File: config.mk
export PLATFORM = sky130hd
export DESIGN_NAME = ecc_scrub_ctrl_flat
export DESIGN_NICKNAME = d
export VERILOG_FILES = /design/src/rtl/ecc_scrub_pkg.sv /design/src/rtl/ecc_scrub_if.sv /design/src/rtl/ecc_scrub_errcnt.sv /design/src/rtl/ecc_scrub_ctrl.sv /design/src/flat_wrapper.sv
export SDC_FILE = /design/constraint.sdc
export NUM_CORES = 1
export LEC_CHECK = 0
export CORE_ASPECT_RATIO = 0.8
export CORE_UTILIZATION = 39
export CTS_CLUSTER_SIZE = 40
export DETAILED_ROUTE_END_ITERATION = 6
export MAX_ROUTING_LAYER = met4
export PLACE_DENSITY = 0.77
export SETUP_SLACK_MARGIN = 0.5
export SYNTH_ARGS = -nofsm -noshare
export SYNTH_HDL_FRONTEND = slang
export SYNTH_SLANG_ARGS = --single-unit
File: constraint.sdc
create_clock -name clk -period 1.6 [get_ports clk]
set_input_delay 0.32 -clock clk [delete_from_list [all_inputs] [get_ports clk]]
set_output_delay 0.32 -clock clk [all_outputs]
set_load 0.02 [all_outputs]
File: src/rtl/ecc_scrub_pkg.sv
`default_nettype none
// ============================================================================
//  Module      : ecc_scrub_pkg
//  Description : Shared constants, FSM state type and codeword field helpers
//                for the ECC scrub controller.
//  Contents    : DW/CBW/WW widths, scrub_state_t, word_data(), word_chk()
//  Revision    : 1.0 - initial release
// ============================================================================
package ecc_scrub_pkg;

   localparam int DW  = 32;            // data bits per word
   localparam int CBW = 8;             // check bits per word
   localparam int WW  = DW + CBW;      // stored word width

   typedef enum logic [2:0] {
      S_IDLE    = 3'd0,
      S_RD_REQ  = 3'd1,
      S_RD_WAIT = 3'd2,
      S_CHECK   = 3'd3,
      S_WR_REQ  = 3'd4,
      S_NEXT    = 3'd5
   } scrub_state_t;

   function automatic logic [DW-1:0] word_data(input logic [WW-1:0] w);
      return w[DW-1:0];
   endfunction

   function automatic logic [CBW-1:0] word_chk(input logic [WW-1:0] w);
      return w[WW-1:DW];
   endfunction

endpackage
`default_nettype wire

File: src/rtl/ecc_scrub_if.sv
`default_nettype none
// ============================================================================
//  Module      : ecc_scrub_if
//  Description : Control, memory-port and corrector signals of the scrub
//                controller bundled in one interface.
//  Modports    : master - controller side (drives req/addr/cor_*/status)
//                slave  - environment side (memory port, corrector, host)
//  Signals     : start, stop, busy, done, err_cnt, mem_req, mem_we,
//                mem_addr, mem_wdata, mem_gnt, mem_rvalid, mem_rdata,
//                cor_id, cor_ic, cor_r, cor_od
//  Revision    : 1.0 - initial release
// ============================================================================
interface ecc_scrub_if #(
   parameter int AW = 8,
   parameter int CW = 16
);
   import ecc_scrub_pkg::*;

   logic           start;
   logic           stop;
   logic           busy;
   logic           done;
   logic [CW-1:0]  err_cnt;

   logic           mem_req;
   logic           mem_we;
   logic [AW-1:0]  mem_addr;
   logic [DW-1:0]  mem_wdata;
   logic           mem_gnt;
   logic           mem_rvalid;
   logic [WW-1:0]  mem_rdata;

   logic [DW-1:0]  cor_id;
   logic [CBW-1:0] cor_ic;
   logic           cor_r;
   logic [DW-1:0]  cor_od;

   modport master (
      input  start, stop, mem_gnt, mem_rvalid, mem_rdata, cor_od,
      output busy, done, err_cnt, mem_req, mem_we, mem_addr, mem_wdata,
             cor_id, cor_ic, cor_r
   );

   modport slave (
      output start, stop, mem_gnt, mem_rvalid, mem_rdata, cor_od,
      input  busy, done, err_cnt, mem_req, mem_we, mem_addr, mem_wdata,
             cor_id, cor_ic, cor_r
   );

endinterface
`default_nettype wire

File: src/rtl/ecc_scrub_errcnt.sv
`default_nettype none
// ============================================================================
//  Module      : ecc_scrub_errcnt
//  Description : CW-bit saturating event counter with synchronous clear.
//  Ports       : clk, rst  - clock, synchronous active-high reset
//                i_clr     - clear to zero (wins over i_inc)
//                i_inc     - increment by one, holds at all-ones
//                o_cnt     - current count
//  Revision    : 1.0 - initial release
// ============================================================================
module ecc_scrub_errcnt #(
   parameter int CW = 16
) (
   input  wire logic          clk,
   input  wire logic          rst,
   input  wire logic          i_clr,
   input  wire logic          i_inc,
   output logic [CW-1:0]      o_cnt
);

   logic [CW-1:0] r_cnt;

   always_ff @(posedge clk) begin
      if (rst || i_clr) begin
         r_cnt <= '0;
      end else if (i_inc && (r_cnt != {CW{1'b1}})) begin
         r_cnt <= r_cnt + CW'(1);
      end
   end

   assign o_cnt = r_cnt;

endmodule
`default_nettype wire

File: src/rtl/ecc_scrub_ctrl.sv
`default_nettype none
// ============================================================================
//  Module      : ecc_scrub_ctrl
//  Description : Sequential ECC scrubber. Reads every word of a 2^AW-deep,
//                40-bit memory, passes it through an external SEC corrector
//                and writes back words whose corrected data differs.
//  Ports       : clk  - clock
//                rst  - synchronous active-high reset
//                bus  - ecc_scrub_if.master (host control, memory port,
//                       corrector connection, status)
//  Revision    : 1.0 - initial release
// ============================================================================
module ecc_scrub_ctrl #(
   parameter int AW = 8,
   parameter int CW = 16
) (
   input  wire logic    clk,
   input  wire logic    rst,
   ecc_scrub_if.master  bus
);
   import ecc_scrub_pkg::*;

   scrub_state_t   r_state;
   scrub_state_t   w_next;

   logic [AW-1:0]  r_addr;
   logic [WW-1:0]  r_word;
   logic [DW-1:0]  r_wdata;
   logic           r_we;
   logic           r_done;
   logic           r_stop;

   logic           w_cnt_clr;
   logic           w_cnt_inc;
   logic           w_mismatch;
   logic           w_last;
   logic           w_stop_eff;

   // The corrector sees only the registered word, so this compare is the
   // single combinational path through the block.
   assign w_mismatch = (bus.cor_od != word_data(r_word));
   assign w_last     = (r_addr == {AW{1'b1}});
   // A stop arriving in NEXT itself ends the sweep at this word.
   assign w_stop_eff = r_stop | bus.stop;

   always_ff @(posedge clk) begin
      if (rst) begin
         r_state <= S_IDLE;
      end else begin
         r_state <= w_next;
      end
   end

   always_comb begin
      w_next    = r_state;
      w_cnt_clr = 1'b0;
      w_cnt_inc = 1'b0;
      case (r_state)
         S_IDLE: begin
            if (bus.start) begin
               w_next    = S_RD_REQ;
               w_cnt_clr = 1'b1;
            end
         end
         S_RD_REQ:  if (bus.mem_gnt)    w_next = S_RD_WAIT;
         S_RD_WAIT: if (bus.mem_rvalid) w_next = S_CHECK;
         S_CHECK: begin
            if (w_mismatch) begin
               w_next    = S_WR_REQ;
               w_cnt_inc = 1'b1;
            end else begin
               w_next = S_NEXT;
            end
         end
         S_WR_REQ:  if (bus.mem_gnt)    w_next = S_NEXT;
         S_NEXT:    w_next = (w_stop_eff || w_last) ? S_IDLE : S_RD_REQ;
         default:   w_next = S_IDLE;
      endcase
   end

   always_ff @(posedge clk) begin
      if (rst) begin
         r_addr  <= '0;
         r_word  <= '0;
         r_wdata <= '0;
         r_we    <= 1'b0;
         r_done  <= 1'b0;
         r_stop  <= 1'b0;
      end else begin
         r_done <= 1'b0;
         case (r_state)
            S_IDLE: begin
               if (bus.start) begin
                  r_addr <= '0;
                  r_we   <= 1'b0;
                  r_stop <= bus.stop;
               end
            end
            S_RD_WAIT: begin
               if (bus.mem_rvalid) r_word <= bus.mem_rdata;
            end
            S_CHECK: begin
               if (w_mismatch) begin
                  r_wdata <= bus.cor_od;
                  r_we    <= 1'b1;
               end
            end
            S_NEXT: begin
               if (!w_stop_eff) begin
                  if (w_last) begin
                     r_done <= 1'b1;
                  end else begin
                     r_addr <= r_addr + AW'(1);
                     r_we   <= 1'b0;
                  end
               end
            end
            default: ;
         endcase
         // Sticky: the word in flight still completes, incl. write-back.
         if ((r_state != S_IDLE) && bus.stop) r_stop <= 1'b1;
      end
   end

   ecc_scrub_errcnt #(.CW(CW)) u_errcnt (
      .clk   (clk),
      .rst   (rst),
      .i_clr (w_cnt_clr),
      .i_inc (w_cnt_inc),
      .o_cnt (bus.err_cnt)
   );

   assign bus.busy      = (r_state != S_IDLE);
   assign bus.done      = r_done;
   assign bus.mem_req   = (r_state == S_RD_REQ) || (r_state == S_WR_REQ);
   assign bus.mem_we    = r_we;
   assign bus.mem_addr  = r_addr;
   assign bus.mem_wdata = r_wdata;
   assign bus.cor_id    = word_data(r_word);
   assign bus.cor_ic    = word_chk(r_word);
   assign bus.cor_r     = bus.busy;

endmodule
`default_nettype wire

File: src/flat_wrapper.sv
// flat-port wrapper written by rule: the top's interface ports become plain ports
module ecc_scrub_ctrl_flat import ecc_scrub_pkg::*;
#(
   parameter int AW = 8,
   parameter int CW = 16
)
  (clk, rst, bus_start, bus_stop, bus_mem_gnt, bus_mem_rvalid, bus_mem_rdata, bus_cor_od, bus_busy, bus_done, bus_err_cnt, bus_mem_req, bus_mem_we, bus_mem_addr, bus_mem_wdata, bus_cor_id, bus_cor_ic, bus_cor_r);
  ecc_scrub_if #(.AW(AW), .CW(CW)) bus_i ();
  input  wire logic clk;
  input  wire logic rst;
  input wire logic [$bits(bus_i.start)-1:0] bus_start;
  input wire logic [$bits(bus_i.stop)-1:0] bus_stop;
  input wire logic [$bits(bus_i.mem_gnt)-1:0] bus_mem_gnt;
  input wire logic [$bits(bus_i.mem_rvalid)-1:0] bus_mem_rvalid;
  input wire logic [$bits(bus_i.mem_rdata)-1:0] bus_mem_rdata;
  input wire logic [$bits(bus_i.cor_od)-1:0] bus_cor_od;
  output wire logic [$bits(bus_i.busy)-1:0] bus_busy;
  output wire logic [$bits(bus_i.done)-1:0] bus_done;
  output wire logic [$bits(bus_i.err_cnt)-1:0] bus_err_cnt;
  output wire logic [$bits(bus_i.mem_req)-1:0] bus_mem_req;
  output wire logic [$bits(bus_i.mem_we)-1:0] bus_mem_we;
  output wire logic [$bits(bus_i.mem_addr)-1:0] bus_mem_addr;
  output wire logic [$bits(bus_i.mem_wdata)-1:0] bus_mem_wdata;
  output wire logic [$bits(bus_i.cor_id)-1:0] bus_cor_id;
  output wire logic [$bits(bus_i.cor_ic)-1:0] bus_cor_ic;
  output wire logic [$bits(bus_i.cor_r)-1:0] bus_cor_r;
  assign bus_i.start = bus_start;
  assign bus_i.stop = bus_stop;
  assign bus_i.mem_gnt = bus_mem_gnt;
  assign bus_i.mem_rvalid = bus_mem_rvalid;
  assign bus_i.mem_rdata = bus_mem_rdata;
  assign bus_i.cor_od = bus_cor_od;
  assign bus_busy = bus_i.busy;
  assign bus_done = bus_i.done;
  assign bus_err_cnt = bus_i.err_cnt;
  assign bus_mem_req = bus_i.mem_req;
  assign bus_mem_we = bus_i.mem_we;
  assign bus_mem_addr = bus_i.mem_addr;
  assign bus_mem_wdata = bus_i.mem_wdata;
  assign bus_cor_id = bus_i.cor_id;
  assign bus_cor_ic = bus_i.cor_ic;
  assign bus_cor_r = bus_i.cor_r;
  ecc_scrub_ctrl #(.AW(AW), .CW(CW)) u_core (.clk(clk), .rst(rst), .bus(bus_i));
endmodule
==> Implementation_results.wiki <==
{| class="wikitable"
! Metric !! Value
|-
| Status || finished, violations left
|-
| Failing checks || setup timing
|-
| Max-Cap Viols || 0
|-
| H-tree lvl count || 3
|-
| Drt wl/cell || 18.3 um
|-
| Sequential fraction of the synthesis area || 46.8%
|-
| Capturing element type of the critical path || register
|-
| Max Slew Vio Count || 0
|-
| Clock-pin slew reported for the worst setup and hold paths after clock tree synthesis || roughly 70 ps
|-
| Final-layout setup total negative slack || -19000 ps
|-
| Worst min-delay path category || in -> reg
|-
| Number of buffer cells added on primary ports || 178
|-
| Worst reg2reg path endpoint || u_core.bus.mem_wdata[14]
|-
| Non-Filler Cell Area, Final || 8780 um2
|-
| Average footprint of a synthesized cell || 8.54 um2
|-
| Full die area || 11600 um2
|-
| Clock Tree Root || sky130_fd_sc_hd__clkbuf_16
|-
| Final weighted congestion in routability-driven placement || ~0.86
|-
| Half-perimeter wire length after placement || 10500 um
|-
| Final Hold Violating Endpoints || 0
|-
| Initial antenna violation count || 0
|-
| Deepest clock path buffer count || 2
|-
| FFs w/ async S/R, synth || 0%
|-
| Logic depth of the worst register-to-register path || 8
|-
| Leak || about 0.0036 uW
|-
| Unrepaired setup endpoints after global routing || true
|-
| Drt first pass iters || 5
|-
| Smallest setup slack after layout || -471 ps
|-
| Setup-violating endpoint count in the final report || 57
|-
| Transition time of the tightest slew-check pin || 339 ps
|-
| Clock buffer count from CTS || 9
|-
| Area growth syn-to-layout || 101%
|-
| Power per unit of standard cell area || 738 nW/um2
|-
| Most common flop cell mapped by yosys || sky130_fd_sc_hd__dfxtp_1
|-
| F_max || 0.483 GHz
|-
| Global-route wire length before repair || between 20000 and 30000 um
|-
| Clock network latency to the later pin of the worst-skew pair || 350 ps
|-
| Launching element type of the critical path || register
|-
| Cells on Worst Hold Path || 3
|-
| Final instance count without filler cells || 958
|-
| Fraction of final layout cells sized beyond drive strength 1 || between 50% and 60%
|-
| Number of flops mapped to enable cells by yosys || 0
|-
| Hold-fix buffers at CTS || 0
|-
| Floorplan Core Area || 10900 um2
|-
| Die extent in y || around 97 um
|-
| Top cell type by total area after synthesis || sky130_fd_sc_hd__dfxtp_1
|-
| End point of the critical path || u_core.bus.mem_wdata[14]
|-
| Post-Route Skew || around 11 ps
|-
| Req. time, crit path || between 1500 and 2000 ps
|-
| CTS tree || built
|-
| First-iteration detailed-routing DRC count || 287
|-
| Type of the worst setup path || reg -> reg
|-
| Top cell type's share of synthesized area || 46.8%
|-
| Post-placement cell count || between 800 and 900
|-
| Overall die width || 120 um
|-
| Clock net sink count || 102
|-
| Via count of the first global-routing pass || 4962
|-
| Vias/cell || 5.23
|-
| Global route overflow || 0
|-
| Worst Path Max Fanout || 9
|-
| Main area contributors after synthesis || sky130_fd_sc_hd__dfxtp_1 (47%), sky130_fd_sc_hd__nand2_1 (8.2%), sky130_fd_sc_hd__xor2_1 (7.6%)
|-
| Remaining DRCs || 0
|-
| Worst vdd ir || approximately 0.55 mV
|-
| Reg-to-reg critical path startpoint || u_core.r_word[13]
|-
| Number of warning messages in the yosys log || 0
|-
| Unique masters post-synth || between 40 and 50
|-
| Antenna Cells || 0
|-
| Most common cell in the netlist || sky130_fd_sc_hd__dfxtp_1
|-
| Final Cycle Share || 129%
|-
| Number of cell rows || 34
|-
| Crit path from || u_core.r_word[13]
|-
| Final Net Count || 889
|-
| Count of pins on the block boundary || 179
|-
| Maximum number of pins on one net before global-route repair || 70
|-
| Syn Inst Count || 511
|-
| Post-detailed-routing wire length || between 15000 and 20000 um
|-
| CP Data Arrival Time || around 2300 ps
|-
| Remaining antenna violation count after routing || 0
|-
| Min Tclk post-route || 2070 ps
|-
| Count of state elements after synthesis || 102
|-
| Top cell types by occurrence after synthesis || sky130_fd_sc_hd__dfxtp_1 (102), sky130_fd_sc_hd__nand2_1 (95), sky130_fd_sc_hd__a21oi_1 (59)
|-
| Placed cell areas || between 7000 and 8000 um2
|-
| Max-slew headroom || around 77%
|-
| Starting Density || 40.1%
|-
| Total routing usage reported by global routing || 28.8%
|-
| Total power consumption of the routed design || around 6500 uW
|-
| Area of the mapped netlist || 4370 um2
|-
| Post-synthesis net count || 591
|-
| R2r setup slk || -470 ps
|-
| Vias after detailed routing || 5010
|}
timing repair:
item,in CTS,in global routing
gates cloned,5,2
gates resized for setup,832,50
buffers inserted,23,23
pin swaps,54,17
setup endpoints to repair,201,203
layout by cell type, fill, tap and decap left out, types with 11 or more instances in the layout:
cell type,synthesis,routed
sky130_fd_sc_hd__buf_6,4,166
sky130_fd_sc_hd__dfxtp_2,0,79
sky130_fd_sc_hd__buf_4,3,59
sky130_fd_sc_hd__nand2_1,95,55
sky130_fd_sc_hd__clkdlybuf4s50_1,0,53
sky130_fd_sc_hd__nor2_1,56,50
sky130_fd_sc_hd__a21oi_1,59,49
sky130_fd_sc_hd__nand2_2,0,35
sky130_fd_sc_hd__xor2_1,38,28
sky130_fd_sc_hd__mux2i_1,32,28
sky130_fd_sc_hd__dlygate4sd2_1,0,23
sky130_fd_sc_hd__dfxtp_4,0,22
sky130_fd_sc_hd__clkbuf_16,0,11
cell families after synthesis:
| kind of cell | Yosys count | share of synthesized area, % |
|---|---|---|
| AND/OR/NAND/NOR | 212 | 21.9 |
| flip-flops | 102 | 46.8 |
| adder cells (fa/ha/maj) | 2 | 0.573 |
| XOR/XNOR | 39 | 7.82 |
| buffers and inverters | 36 | 4.16 |
| AO/OA/AOI/OAI | 88 | 11.5 |
| multiplexers | 32 | 7.34 |
worst max-delay path, stage by stage, from the launching register on:
cell                      delay, ps
sky130_fd_sc_hd__dfxtp_2        340
sky130_fd_sc_hd__xor2_2         180
sky130_fd_sc_hd__nor4_2         300
sky130_fd_sc_hd__buf_4          150
sky130_fd_sc_hd__nand4_1        180
sky130_fd_sc_hd__o21a_4         330
sky130_fd_sc_hd__buf_12         170
sky130_fd_sc_hd__mux2i_4        190
sky130_fd_sc_hd__nor2_1         140
power breakdown:
group	switching [uW]	internal [uW]	leakage, uW
logic	791	922	0.00258
clock network	990	1100	0.000134
registers	72.6	2600	0.000881
worst min path at each step:
| stage | start | endpoint | slack, ps |
|---|---|---|---|
| floorplan | bus_start | u_core.r_stop | 440 |
| global placement | u_core.r_word[39] | u_core.r_word[39] | 440 |
| detailed placement | u_core.r_word[32] | u_core.r_word[32] | 450 |
| CTS | bus_cor_od[25] | u_core.bus.mem_wdata[25] | 380 |
| global route | bus_cor_od[15] | u_core.bus.mem_wdata[15] | 390 |
| finish | bus_cor_od[15] | u_core.bus.mem_wdata[15] | 390 |
routing by layer:
metal | wire length, um | vias to the layer above | GRT usage, %
met5 | 0 | - | -
met4 | 499 | 0 | 9.02
met1 | 6830 | 2413 | 32.6
met2 | 8920 | 213 | 48.2
li1 | - | 2342 | -
met3 | 1240 | 42 | 9.20
sequential cells by signal (all words and copies together) (netlist names):
signal,cells
u_core.bus.mem_we,1
u_core.u_errcnt.o_cnt,16
u_core.bus.mem_wdata,32
u_core.bus.mem_addr,8
u_core.bus.done,1
u_core.r_stop,1
u_core.r_state,3
u_core.r_word,40
area by class of cell:
class	instances	area, um2
repair buffers	318	3410
multi-input cells	373	2680
flip-flops and latches	102	2220
fillers	625	2110
clock buffers	13	250
well taps	144	180
inverters	5	21.3
clock inverters	3	17.5
per-stage QoR:
step | worst slack (ps) | utilization, % | hold WS (ps)
floorplan | -115 | - | 436
global placement | -958 | 65.0 | 443
detailed placement | -971 | 65.0 | 453
CTS | -408 | 76.4 | 382
global route | -512 | 80.6 | 391
finish | -471 | 80.6 | 386
Power figures use the tool's default switching activity.
